**src/rtl/fifo_axi_writer.sv**
```systemverilog
// fifo_axi_writer: drains a FIFO into AXI4 INCR write bursts under ap_ctrl_hs control.
// One burst is outstanding at a time (AW -> W -> B); a 2-entry holding buffer
// absorbs the 1-cycle FIFO read latency so W beats can run back to back.
// Optional feature: define FIFO_AXI_WRITER_BRESP_CHECK_EN to make err a sticky
// flag for non-OKAY write responses; otherwise err is tied low.
module fifo_axi_writer #(
  parameter int unsigned WIDTH     = 32,
  parameter int unsigned MAX_BURST = 16
) (
  input  logic                 ap_clk,
  input  logic                 ap_rst_n,
  input  logic [31:0]          base_addr,
  input  logic [31:0]          size,
  input  logic                 ap_start,
  output logic                 ap_done,
  output logic                 ap_idle,
  output logic                 ap_ready,
  output logic                 fifo_rd_en,
  input  logic [WIDTH-1:0]     fifo_rd_data,
  input  logic                 fifo_empty,
  output logic [31:0]          m_axi_awaddr,
  output logic [7:0]           m_axi_awlen,
  output logic [2:0]           m_axi_awsize,
  output logic [1:0]           m_axi_awburst,
  output logic                 m_axi_awvalid,
  input  logic                 m_axi_awready,
  output logic [WIDTH-1:0]     m_axi_wdata,
  output logic [WIDTH/8-1:0]   m_axi_wstrb,
  output logic                 m_axi_wlast,
  output logic                 m_axi_wvalid,
  input  logic                 m_axi_wready,
  input  logic [1:0]           m_axi_bresp,
  input  logic                 m_axi_bvalid,
  output logic                 m_axi_bready,
  output logic                 err
);

  localparam int unsigned BYTES      = WIDTH / 8;
  localparam logic [2:0]  AWSIZE     = 3'($clog2(BYTES));
  localparam logic [1:0]  BURST_INCR = 2'b01;

  typedef enum logic [2:0] {S_IDLE, S_AW, S_W, S_B, S_DONE} state_e;

  // Beats in the next burst: min(remaining, MAX_BURST).
  function automatic logic [8:0] burst_beats(input logic [31:0] rem);
    if (rem >= 32'(MAX_BURST)) return 9'(MAX_BURST);
    return rem[8:0];
  endfunction

  state_e            state_q;
  logic [31:0]       remaining_q;
  logic [31:0]       awaddr_q;
  logic [7:0]        awlen_q;
  logic [2:0]        awsize_q;
  logic [1:0]        awburst_q;
  logic              awvalid_q;
  logic              bready_q;
  logic              done_q;
  logic              idle_q;
  logic [8:0]        req_cnt_q;
  logic [8:0]        beat_cnt_q;

  logic [WIDTH-1:0]  buf_q [2];
  logic              wr_ptr_q;
  logic              rd_ptr_q;
  logic [1:0]        count_q;
  logic              rd_pending_q;

  logic [8:0]        burst_len_d;
  logic [31:0]       rem_after_d;
  logic [31:0]       addr_after_d;
  logic [1:0]        occ_after_d;
  logic              wvalid_d;
  logic              pop_d;
  logic              last_beat_d;

  assign burst_len_d  = {1'b0, awlen_q} + 9'd1;
  assign rem_after_d  = remaining_q - 32'(burst_len_d);
  assign addr_after_d = awaddr_q + 32'(burst_len_d) * BYTES;

  assign wvalid_d    = (count_q != 2'd0);
  assign pop_d       = wvalid_d && m_axi_wready;
  assign last_beat_d = (beat_cnt_q == burst_len_d - 9'd1);

  // A read issued now lands in the buffer one cycle later, so it is allowed
  // only if the occupancy after this cycle's push/pop leaves a free slot.
  assign occ_after_d = count_q + {1'b0, rd_pending_q} - {1'b0, pop_d};

  assign fifo_rd_en = (state_q == S_W) && !fifo_empty &&
                      (req_cnt_q < burst_len_d) && (occ_after_d <= 2'd1);

  assign ap_ready = ap_rst_n && (state_q == S_IDLE) && ap_start;
  assign ap_done  = done_q;
  assign ap_idle  = idle_q;

  assign m_axi_awaddr  = awaddr_q;
  assign m_axi_awlen   = awlen_q;
  assign m_axi_awsize  = awsize_q;
  assign m_axi_awburst = awburst_q;
  assign m_axi_awvalid = awvalid_q;
  assign m_axi_wvalid  = wvalid_d;
  assign m_axi_wdata   = buf_q[rd_ptr_q];
  assign m_axi_wstrb   = {BYTES{wvalid_d}};
  assign m_axi_wlast   = wvalid_d && last_beat_d;
  assign m_axi_bready  = bready_q;

  // Control FSM: sequences AW, W and B of one burst at a time.
  always_ff @(posedge ap_clk or negedge ap_rst_n) begin
    if (!ap_rst_n) begin
      state_q     <= S_IDLE;
      remaining_q <= '0;
      awaddr_q    <= '0;
      awlen_q     <= '0;
      awsize_q    <= '0;
      awburst_q   <= '0;
      awvalid_q   <= 1'b0;
      bready_q    <= 1'b0;
      done_q      <= 1'b0;
      idle_q      <= 1'b1;
      req_cnt_q   <= '0;
      beat_cnt_q  <= '0;
    end else begin
      unique case (state_q)
        S_IDLE: begin
          if (ap_start) begin
            remaining_q <= size;
            awaddr_q    <= base_addr;
            idle_q      <= 1'b0;
            if (size != 32'd0) begin
              awlen_q   <= 8'(burst_beats(size) - 9'd1);
              awsize_q  <= AWSIZE;
              awburst_q <= BURST_INCR;
              awvalid_q <= 1'b1;
              state_q   <= S_AW;
            end else begin
              done_q    <= 1'b1;
              state_q   <= S_DONE;
            end
          end
        end
        S_AW: begin
          if (m_axi_awready) begin
            awvalid_q  <= 1'b0;
            req_cnt_q  <= '0;
            beat_cnt_q <= '0;
            state_q    <= S_W;
          end
        end
        S_W: begin
          if (fifo_rd_en) req_cnt_q <= req_cnt_q + 9'd1;
          if (pop_d) begin
            beat_cnt_q <= beat_cnt_q + 9'd1;
            if (last_beat_d) begin
              bready_q <= 1'b1;
              state_q  <= S_B;
            end
          end
        end
        S_B: begin
          if (m_axi_bvalid && bready_q) begin
            bready_q    <= 1'b0;
            remaining_q <= rem_after_d;
            awaddr_q    <= addr_after_d;
            if (rem_after_d != 32'd0) begin
              awlen_q   <= 8'(burst_beats(rem_after_d) - 9'd1);
              awvalid_q <= 1'b1;
              state_q   <= S_AW;
            end else begin
              done_q    <= 1'b1;
              state_q   <= S_DONE;
            end
          end
        end
        S_DONE: begin
          done_q  <= 1'b0;
          idle_q  <= 1'b1;
          state_q <= S_IDLE;
        end
        default: state_q <= S_IDLE;
      endcase
    end
  end

  // Holding buffer: captures FIFO data one cycle after each read, drains on W handshakes.
  always_ff @(posedge ap_clk or negedge ap_rst_n) begin
    if (!ap_rst_n) begin
      buf_q[0]     <= '0;
      buf_q[1]     <= '0;
      wr_ptr_q     <= 1'b0;
      rd_ptr_q     <= 1'b0;
      count_q      <= '0;
      rd_pending_q <= 1'b0;
    end else begin
      rd_pending_q <= fifo_rd_en;
      if (rd_pending_q) begin
        buf_q[wr_ptr_q] <= fifo_rd_data;
        wr_ptr_q        <= ~wr_ptr_q;
      end
      if (pop_d) rd_ptr_q <= ~rd_ptr_q;
      count_q <= count_q + {1'b0, rd_pending_q} - {1'b0, pop_d};
    end
  end

`ifdef FIFO_AXI_WRITER_BRESP_CHECK_EN
  logic err_q;

  // Sticky error on any non-OKAY response; cleared by reset or an accepted start.
  always_ff @(posedge ap_clk or negedge ap_rst_n) begin
    if (!ap_rst_n) begin
      err_q <= 1'b0;
    end else if ((state_q == S_IDLE) && ap_start) begin
      err_q <= 1'b0;
    end else if ((state_q == S_B) && m_axi_bvalid && bready_q && (m_axi_bresp != 2'b00)) begin
      err_q <= 1'b1;
    end
  end

  assign err = err_q;
`else
  logic bresp_unused;
  assign bresp_unused = ^m_axi_bresp;
  assign err          = 1'b0;
`endif

endmodule

```
**config.mk**
```make
export PLATFORM = sky130hd
export DESIGN_NAME = fifo_axi_writer
export DESIGN_NICKNAME = d
export VERILOG_FILES = /design/src/rtl/fifo_axi_writer.sv
export SDC_FILE = /design/constraint.sdc
export NUM_CORES = 1
export LEC_CHECK = 0
export ABC_AREA = 1
export BUFFER_PORTS_ARGS = -buffer_cell sky130_fd_sc_hd__buf_4
export CAP_MARGIN = 25
export CORE_MARGIN = 1.5
export CORE_UTILIZATION = 35
export DETAILED_ROUTE_END_ITERATION = 8
export SYNTH_ARGS = -nofsm -noshare
export SYNTH_HDL_FRONTEND = slang
export SYNTH_SLANG_ARGS = --single-unit
export TNS_END_PERCENT = 100
```
**constraint.sdc**
```tcl
create_clock -name ap_clk -period 7.3 [get_ports ap_clk]
set_clock_uncertainty 0.15 [all_clocks]
set_input_delay 1.46 -clock ap_clk [delete_from_list [all_inputs] [get_ports ap_clk]]
set_output_delay 1.46 -clock ap_clk [all_outputs]
set_load 0.05 [all_outputs]
```
======== Word-level counts from Yosys, hierarchy flattened ========
Cells that the tools add are included.
word-level totals
  output and inout bits ................... 90
  register bits ........................... 167
  bits of input ports ..................... 105
  logic and storage cells ................. 148
operators by class
  reduce and logical (&&, ||, !) cells .... 30
  add/sub/neg operators ................... 10
  equality and inequality tests ........... 15
  bitwise logic cells ..................... 4
  multiplexer cells ....................... 65
  magnitude comparators ................... 7
operators with widths
  cell                   number
  $mux W32               8
  $pmux W32 S2           2
  $mux W8                14
  $bwmux W64             1
  $ge A32 B5 Y1 const B  2
  $reduce_bool A32 Y1    2
  $pmux W9 S2            2
  $add A32 B11 Y32       1
  $demux W32 S1          1
  $sub A32 B9 Y32        1
  $mux W9                3
  $mux W1                21
  $mux W3                7
  $add A9 B1 Y9 const B  2
  $ne A2 B2 Y1 const B   9
  $pmux W8 S2            1
  $sub A8 B1 Y8 const B  2
  $reduce_and A5 Y1      3
  $pmux W3 S4            1
  $reduce_and A3 Y1      4
  $reduce_bool A2 Y1     5
  $add A8 B1 Y9 const B  1
  $eq A9 B9 Y1           1
  $logic_and A1 B1 Y1    9
  21 further kinds       28

======== Logic depth before layout (Yosys ltp) ========
  depth in word-level cells ............... 15
  mapped depth ............................ 29

======== Worst setup path after synthesis ========
Ideal clock, no wire load.
  path type ............................... register to output
  start point ............................. register awlen_q[0], in the netlist m_axi_awlen[0]
  end point ............................... output m_axi_wlast
  stages on the path, launching flop included .. 14
  arrival ................................. 2995 ps
  path slack .............................. 2695 ps
  buffers on the path ..................... 0
  cells stage by stage .................... dfrtp_1 > ha_1 > nand2_2 > inv_1 > nand2_4 > nand2_8 > inv_2 > nor3_1 > nand2_1 > xor2_1 > xor2_1 > nor3_1 > nand3_1 > a21oi_1
on the way
  word-level cells in the longest chain between the ends .. 4
RTL lines
  what                    line  source
  from (decl)             53    logic [7:0] awlen_q;
  from (signal assigned)  130   awlen_q <= 8'(burst_beats(size) - 9'd1);
  from (signal assigned)  165   awlen_q <= 8'(burst_beats(rem_after_d) - 9'd1);
  $add A8 B1 Y9           77    assign burst_len_d = {1'b0, awlen_q} + 9'd1;
  $sub A9 B1 Y9           83    assign last_beat_d = (beat_cnt_q == burst_len_d - 9'd1);
  $eq A9 B9 Y1            83
  $logic_and A1 B1 Y1     104   assign m_axi_wlast = wvalid_d && last_beat_d;
  to (decl)               29    output logic m_axi_wlast,
No other way between the ends.

======== Worst setup path after layout ========
  start point ............................. register awlen_q[0], in the netlist m_axi_awlen[0]
  end point ............................... register awlen_q[4], in the netlist m_axi_awlen[4]
on the way
  word-level cells in the longest chain between the ends .. 15
  elaborated cells between the ends (all ways) .. 18
RTL lines
  what               line  source
  $add A8 B1 Y9 *    77
  $sub A32 B9 Y32 *  78    assign rem_after_d = remaining_q - 32'(burst_len_d);
  $ge A32 B5 Y1      46    if (rem >= 32'(MAX_BURST)) return 9'(MAX_BURST);
  $mux W1            46
  $mux W1            164   if (rem_after_d != 32'd0) begin
  $mux W1            160   if (m_axi_bvalid && bready_q) begin
  $mux W1            123   unique case (state_q)
  $mux W8            47    return rem[8:0];
  $mux W8            164
  $mux W8            160
  $mux W8            123
  $sub A8 B1 Y8      165
  $mux W8            164
  $mux W8            160
  $pmux W8 S2        123
Every way passes the cells marked *; elsewhere a longest branch is shown, timed or not. The select of a mux whose other input is x is not followed.
A chain may end at the register's enable or synchronous reset.

==> report_table.html <==
<table>
<tr><th>Metric</th><th>Value</th></tr>
<tr><th colspan="2">Clocking</th></tr>
<tr><td>Clock Path Buffers</td><td>2</td></tr>
<tr><td>CTS buffer count</td><td>17</td></tr>
<tr><td>Setup Fix Bufs, Post-CTS</td><td>0</td></tr>
<tr><td>CTS Sinks</td><td>167</td></tr>
<tr><td>TritonCTS clock tree</td><td>built</td></tr>
<tr><td>Clock root buffer</td><td>clkbuf_16</td></tr>
<tr><td>Clock input transition at the sequential cells of the worst setup and hold paths</td><td>80 ps</td></tr>
<tr><td>Worst-skew pair later-pin latency</td><td>460 ps</td></tr>
<tr><td>Hold Buf Count CTS</td><td>0</td></tr>
<tr><td>Resized Gates After CTS</td><td>0</td></tr>
<tr><td>Level count of the clock H-tree</td><td>4</td></tr>
<tr><th colspan="2">Critical path</th></tr>
<tr><td>Worst path most repeated cell</td><td>nor2_1</td></tr>
<tr><td>Setup CP Type</td><td>register to register</td></tr>
<tr><td>Required arrival time at the worst endpoint</td><td>7500 ps</td></tr>
<tr><td>Slowest-stage cell, CP</td><td>dfrtp_1</td></tr>
<tr><td>Maximum fanout count along the critical path</td><td>9</td></tr>
<tr><td>Critical path startpoint category</td><td>register</td></tr>
<tr><td>CP peak stage delay</td><td>480 ps</td></tr>
<tr><td>Crit path DAT</td><td>5220 ps</td></tr>
<tr><td>Critical Path Sink Type</td><td>register</td></tr>
<tr><th colspan="2">Timing</th></tr>
<tr><td>Worst slew margin</td><td>0.327</td></tr>
<tr><td>Max Fclk</td><td>199 MHz</td></tr>
<tr><td>Share of the clock period used by the worst path after layout</td><td>0.687</td></tr>
<tr><td>Final Hold Fails</td><td>0</td></tr>
<tr><td>Pin slew with the least headroom to its limit</td><td>1010 ps</td></tr>
<tr><td>Tmin final</td><td>5020 ps</td></tr>
<tr><td>Final max-slew violation count</td><td>0</td></tr>
<tr><td>TNS Setup</td><td>0 ps</td></tr>
<tr><td>RSZ-0062 raised after global routing</td><td>false</td></tr>
<tr><td>Tightest hold margin</td><td>337 ps</td></tr>
<tr><td>Number of setup violations in the final report</td><td>0</td></tr>
<tr><th colspan="2">Synthesis</th></tr>
<tr><td>Synthesized instance count</td><td>1596</td></tr>
<tr><td>Biggest area contributors in the synthesized netlist</td><td>dfrtp_1, nand2_1, inv_1, o21ai_0, nor2_1</td></tr>
<tr><td>Mapped cell area</td><td>0.0112 mm2</td></tr>
<tr><td>Share of the synthesized area in the top cell type</td><td>0.370</td></tr>
<tr><td>Synth Area per Inst</td><td>7.04 um2</td></tr>
<tr><td>Most used standard cells in the synthesized netlist</td><td>nand2_1, inv_1, dfrtp_1</td></tr>
<tr><td>Number of synthesized flops with an enable pin</td><td>0</td></tr>
<tr><td>Most common cell in the netlist</td><td>nand2_1</td></tr>
<tr><td>Most used flip-flop cell after synthesis</td><td>dfrtp_1</td></tr>
<tr><td>Sequential cell area fraction in the yosys report</td><td>0.372</td></tr>
<tr><td>YS warnings</td><td>0</td></tr>
<tr><td>Share of flip-flops with an asynchronous set or reset</td><td>1.00</td></tr>
<tr><td>Post-synth top area cell</td><td>dfrtp_1</td></tr>
<tr><td>Post-synthesis cell type count</td><td>60</td></tr>
<tr><td>Register bit count reported by yosys</td><td>167</td></tr>
<tr><th colspan="2">Routing</th></tr>
<tr><td>Vias after detailed routing</td><td>11000</td></tr>
<tr><td>Iter 0 DRT Violations</td><td>800</td></tr>
<tr><td>Detailed Routing Iterations Pass 1</td><td>5</td></tr>
<tr><td>DRC Markers</td><td>0</td></tr>
<tr><td>Drt total wl</td><td>33200 um</td></tr>
<tr><td>Final routed wire length divided by cell count</td><td>15.3 um</td></tr>
<tr><td>Average via count per standard cell</td><td>5.05</td></tr>
<tr><td>Antenna Violating Nets Remaining</td><td>0</td></tr>
<tr><th colspan="2">Placement</th></tr>
<tr><td>Detailed-placement wirelength estimate</td><td>24600 um</td></tr>
<tr><td>Cell Count Post-Placement</td><td>2144</td></tr>
<tr><td>Routability-driven placement congestion ratio</td><td>0.949</td></tr>
<tr><td>Instance area after placement</td><td>0.0130 mm2</td></tr>
<tr><td>Total of buffers placed on input and output ports</td><td>188</td></tr>
<tr><th colspan="2">Pwr</th></tr>
<tr><td>Power Dens Cells</td><td>517 mW/mm2</td></tr>
<tr><td>Static leakage power</td><td>0.00681 uW</td></tr>
<tr><td>VDD IR max</td><td>292 uV</td></tr>
<tr><td>Post-route total power</td><td>7040 uW</td></tr>
<tr><th colspan="2">Global routing</th></tr>
<tr><td>Maximum number of pins on one net before global-route repair</td><td>107</td></tr>
<tr><td>GR Overflow Total</td><td>0</td></tr>
<tr><td>Global-route wire length before repair</td><td>54100 um</td></tr>
<tr><td>Antenna violations before repair</td><td>0</td></tr>
<tr><td>Via count of the first global-routing pass</td><td>10500</td></tr>
<tr><td>Overall global routing resource usage</td><td>0.204</td></tr>
<tr><th colspan="2">Final layout</th></tr>
<tr><td>Synth-to-layout area growth</td><td>21.3%</td></tr>
<tr><td>Total of fill cells in the finished design</td><td>3283</td></tr>
<tr><td>Share of layout cells above drive strength 1</td><td>0.194</td></tr>
<tr><td>Number of nets in the final layout</td><td>1883</td></tr>
<tr><td>Number of diodes</td><td>0</td></tr>
<tr><td>Finished Cell Area</td><td>0.0136 mm2</td></tr>
<tr><td>Number of non-filler instances in the completed layout</td><td>2176</td></tr>
<tr><th colspan="2">Die</th></tr>
<tr><td>Die area</td><td>0.0332 mm2</td></tr>
<tr><td>Initial core utilization</td><td>0.356</td></tr>
<tr><td>Core ar.</td><td>0.0316 mm2</td></tr>
<tr><td>Row count</td><td>65</td></tr>
<tr><td>Vertical die dimension</td><td>182 um</td></tr>
<tr><td>Die width</td><td>182 um</td></tr>
<tr><td>Number of ports placed on the die boundary</td><td>195</td></tr>
<tr><th colspan="2">Run status</th></tr>
<tr><td>Outcome</td><td>completed</td></tr>
<tr><th colspan="2">Hold path</th></tr>
<tr><td>Class of the tightest hold or removal check</td><td>register to register</td></tr>
<tr><th colspan="2">Flow run</th></tr>
<tr><td>Max-cap check violation count</td><td>0</td></tr>
</table>
## worst max-delay path: cells and delay by family, from the launching register on
family / cells / cell delay [ps]
AO/OA/AOI/OAI: 1 / 90
adder cells (fa/ha/maj): 3 / 900
buffers and inverters: 5 / 610
flip-flops: 1 / 480
AND/OR/NAND/NOR: 19 / 2680
## worst paths after layout
path                             endpoint  depth (start not counted)  slack, ps            from
hold reg to reg                 buf_q[61]                          2        340       buf_q[61]
setup reg to reg           m_axi_awlen[4]                         28       2280  m_axi_awlen[0]
hold / removal                  buf_q[61]                          2        340       buf_q[61]
setup / recovery           m_axi_awlen[4]                         28       2280  m_axi_awlen[0]
max in group asynchronous       buf_q[24]                          2       4990        ap_rst_n
min in group asynchronous        rd_ptr_q                          1        810        ap_rst_n
## per-layer routing
metal,vias up,track usage,routed length (um),part of all wire
li1,5490,-,-,-
met4,0,0.0585,537,0.016
met3,38,0.0411,2210,0.067
met5,-,0,0,0
met1,5117,0.285,15800,0.47
met2,350,0.318,14700,0.44
## placed cells by master (no fill, tap or decap), types with 6 or more instances in the layout
cell / count
o21ai_1: 11
nand2_4: 14
nand4_1: 30
clkbuf_16: 17
o211ai_1: 12
nand2_1: 431
dfrtp_1: 166
nand3_1: 73
nand2_2: 22
nor3_1: 26
inv_8: 6
nand3_2: 14
nor2_1: 151
ha_1: 15
buf_4: 197
a21oi_1: 36
xor2_1: 34
o22ai_1: 34
inv_2: 17
o21ai_0: 149
nor2_2: 10
xnor2_1: 7
nor4_1: 15
inv_1: 201
## state kept, by name, summed over array words and instances, names as in the netlist, 2 cells and up
name,cells
buf_q,64
m_axi_awaddr,32
remaining_q,32
beat_cnt_q,9
req_cnt_q,9
m_axi_awlen,8
state_q,3
count_q,2
## cells by family after synthesis
family	count (synthesis)	synth area share
and+or+nand+nor	819	0.340
buffers and inverters	278	0.0967
AOI/OAI and AO/OA	271	0.136
DFF	167	0.372
xor gates and xnor gates	43	0.0348
adders and majority gates	17	0.0203
other	1	0.000334
## layout make-up
class                      instances  area, um2  share of cell area
clock inverter                    15        195              0.0143
sequential                       167       4180               0.307
inverter                         223        846              0.0621
tap                              402        503              0.0369
clock buffer                      17        425              0.0312
multi-input combinational       1154       5990               0.440
timing repair buffer             198       1490               0.109
## report_power, final
| part | leakage (uW) | switching [uW] | total [uW] | internal, uW |
|---|---|---|---|---|
| Sequential | 0.00199 | 334 | 1670 | 1330 |
| Combinational | 0.00452 | 3080 | 4400 | 1320 |
| Clock | 0.000304 | 470 | 969 | 499 |
| Total | 0.00681 | 3890 | 7040 | 3160 |
## stage by stage
stage           util  worst slack (ps)
2_1_floorplan      -              2700
3_3_place_gp   0.412              2440
3_5_place_dp   0.412              2300
4_1_cts        0.432              2280
5_1_grt        0.432              1860
6_report       0.432              2280
Power figures use the tool's default switching activity.
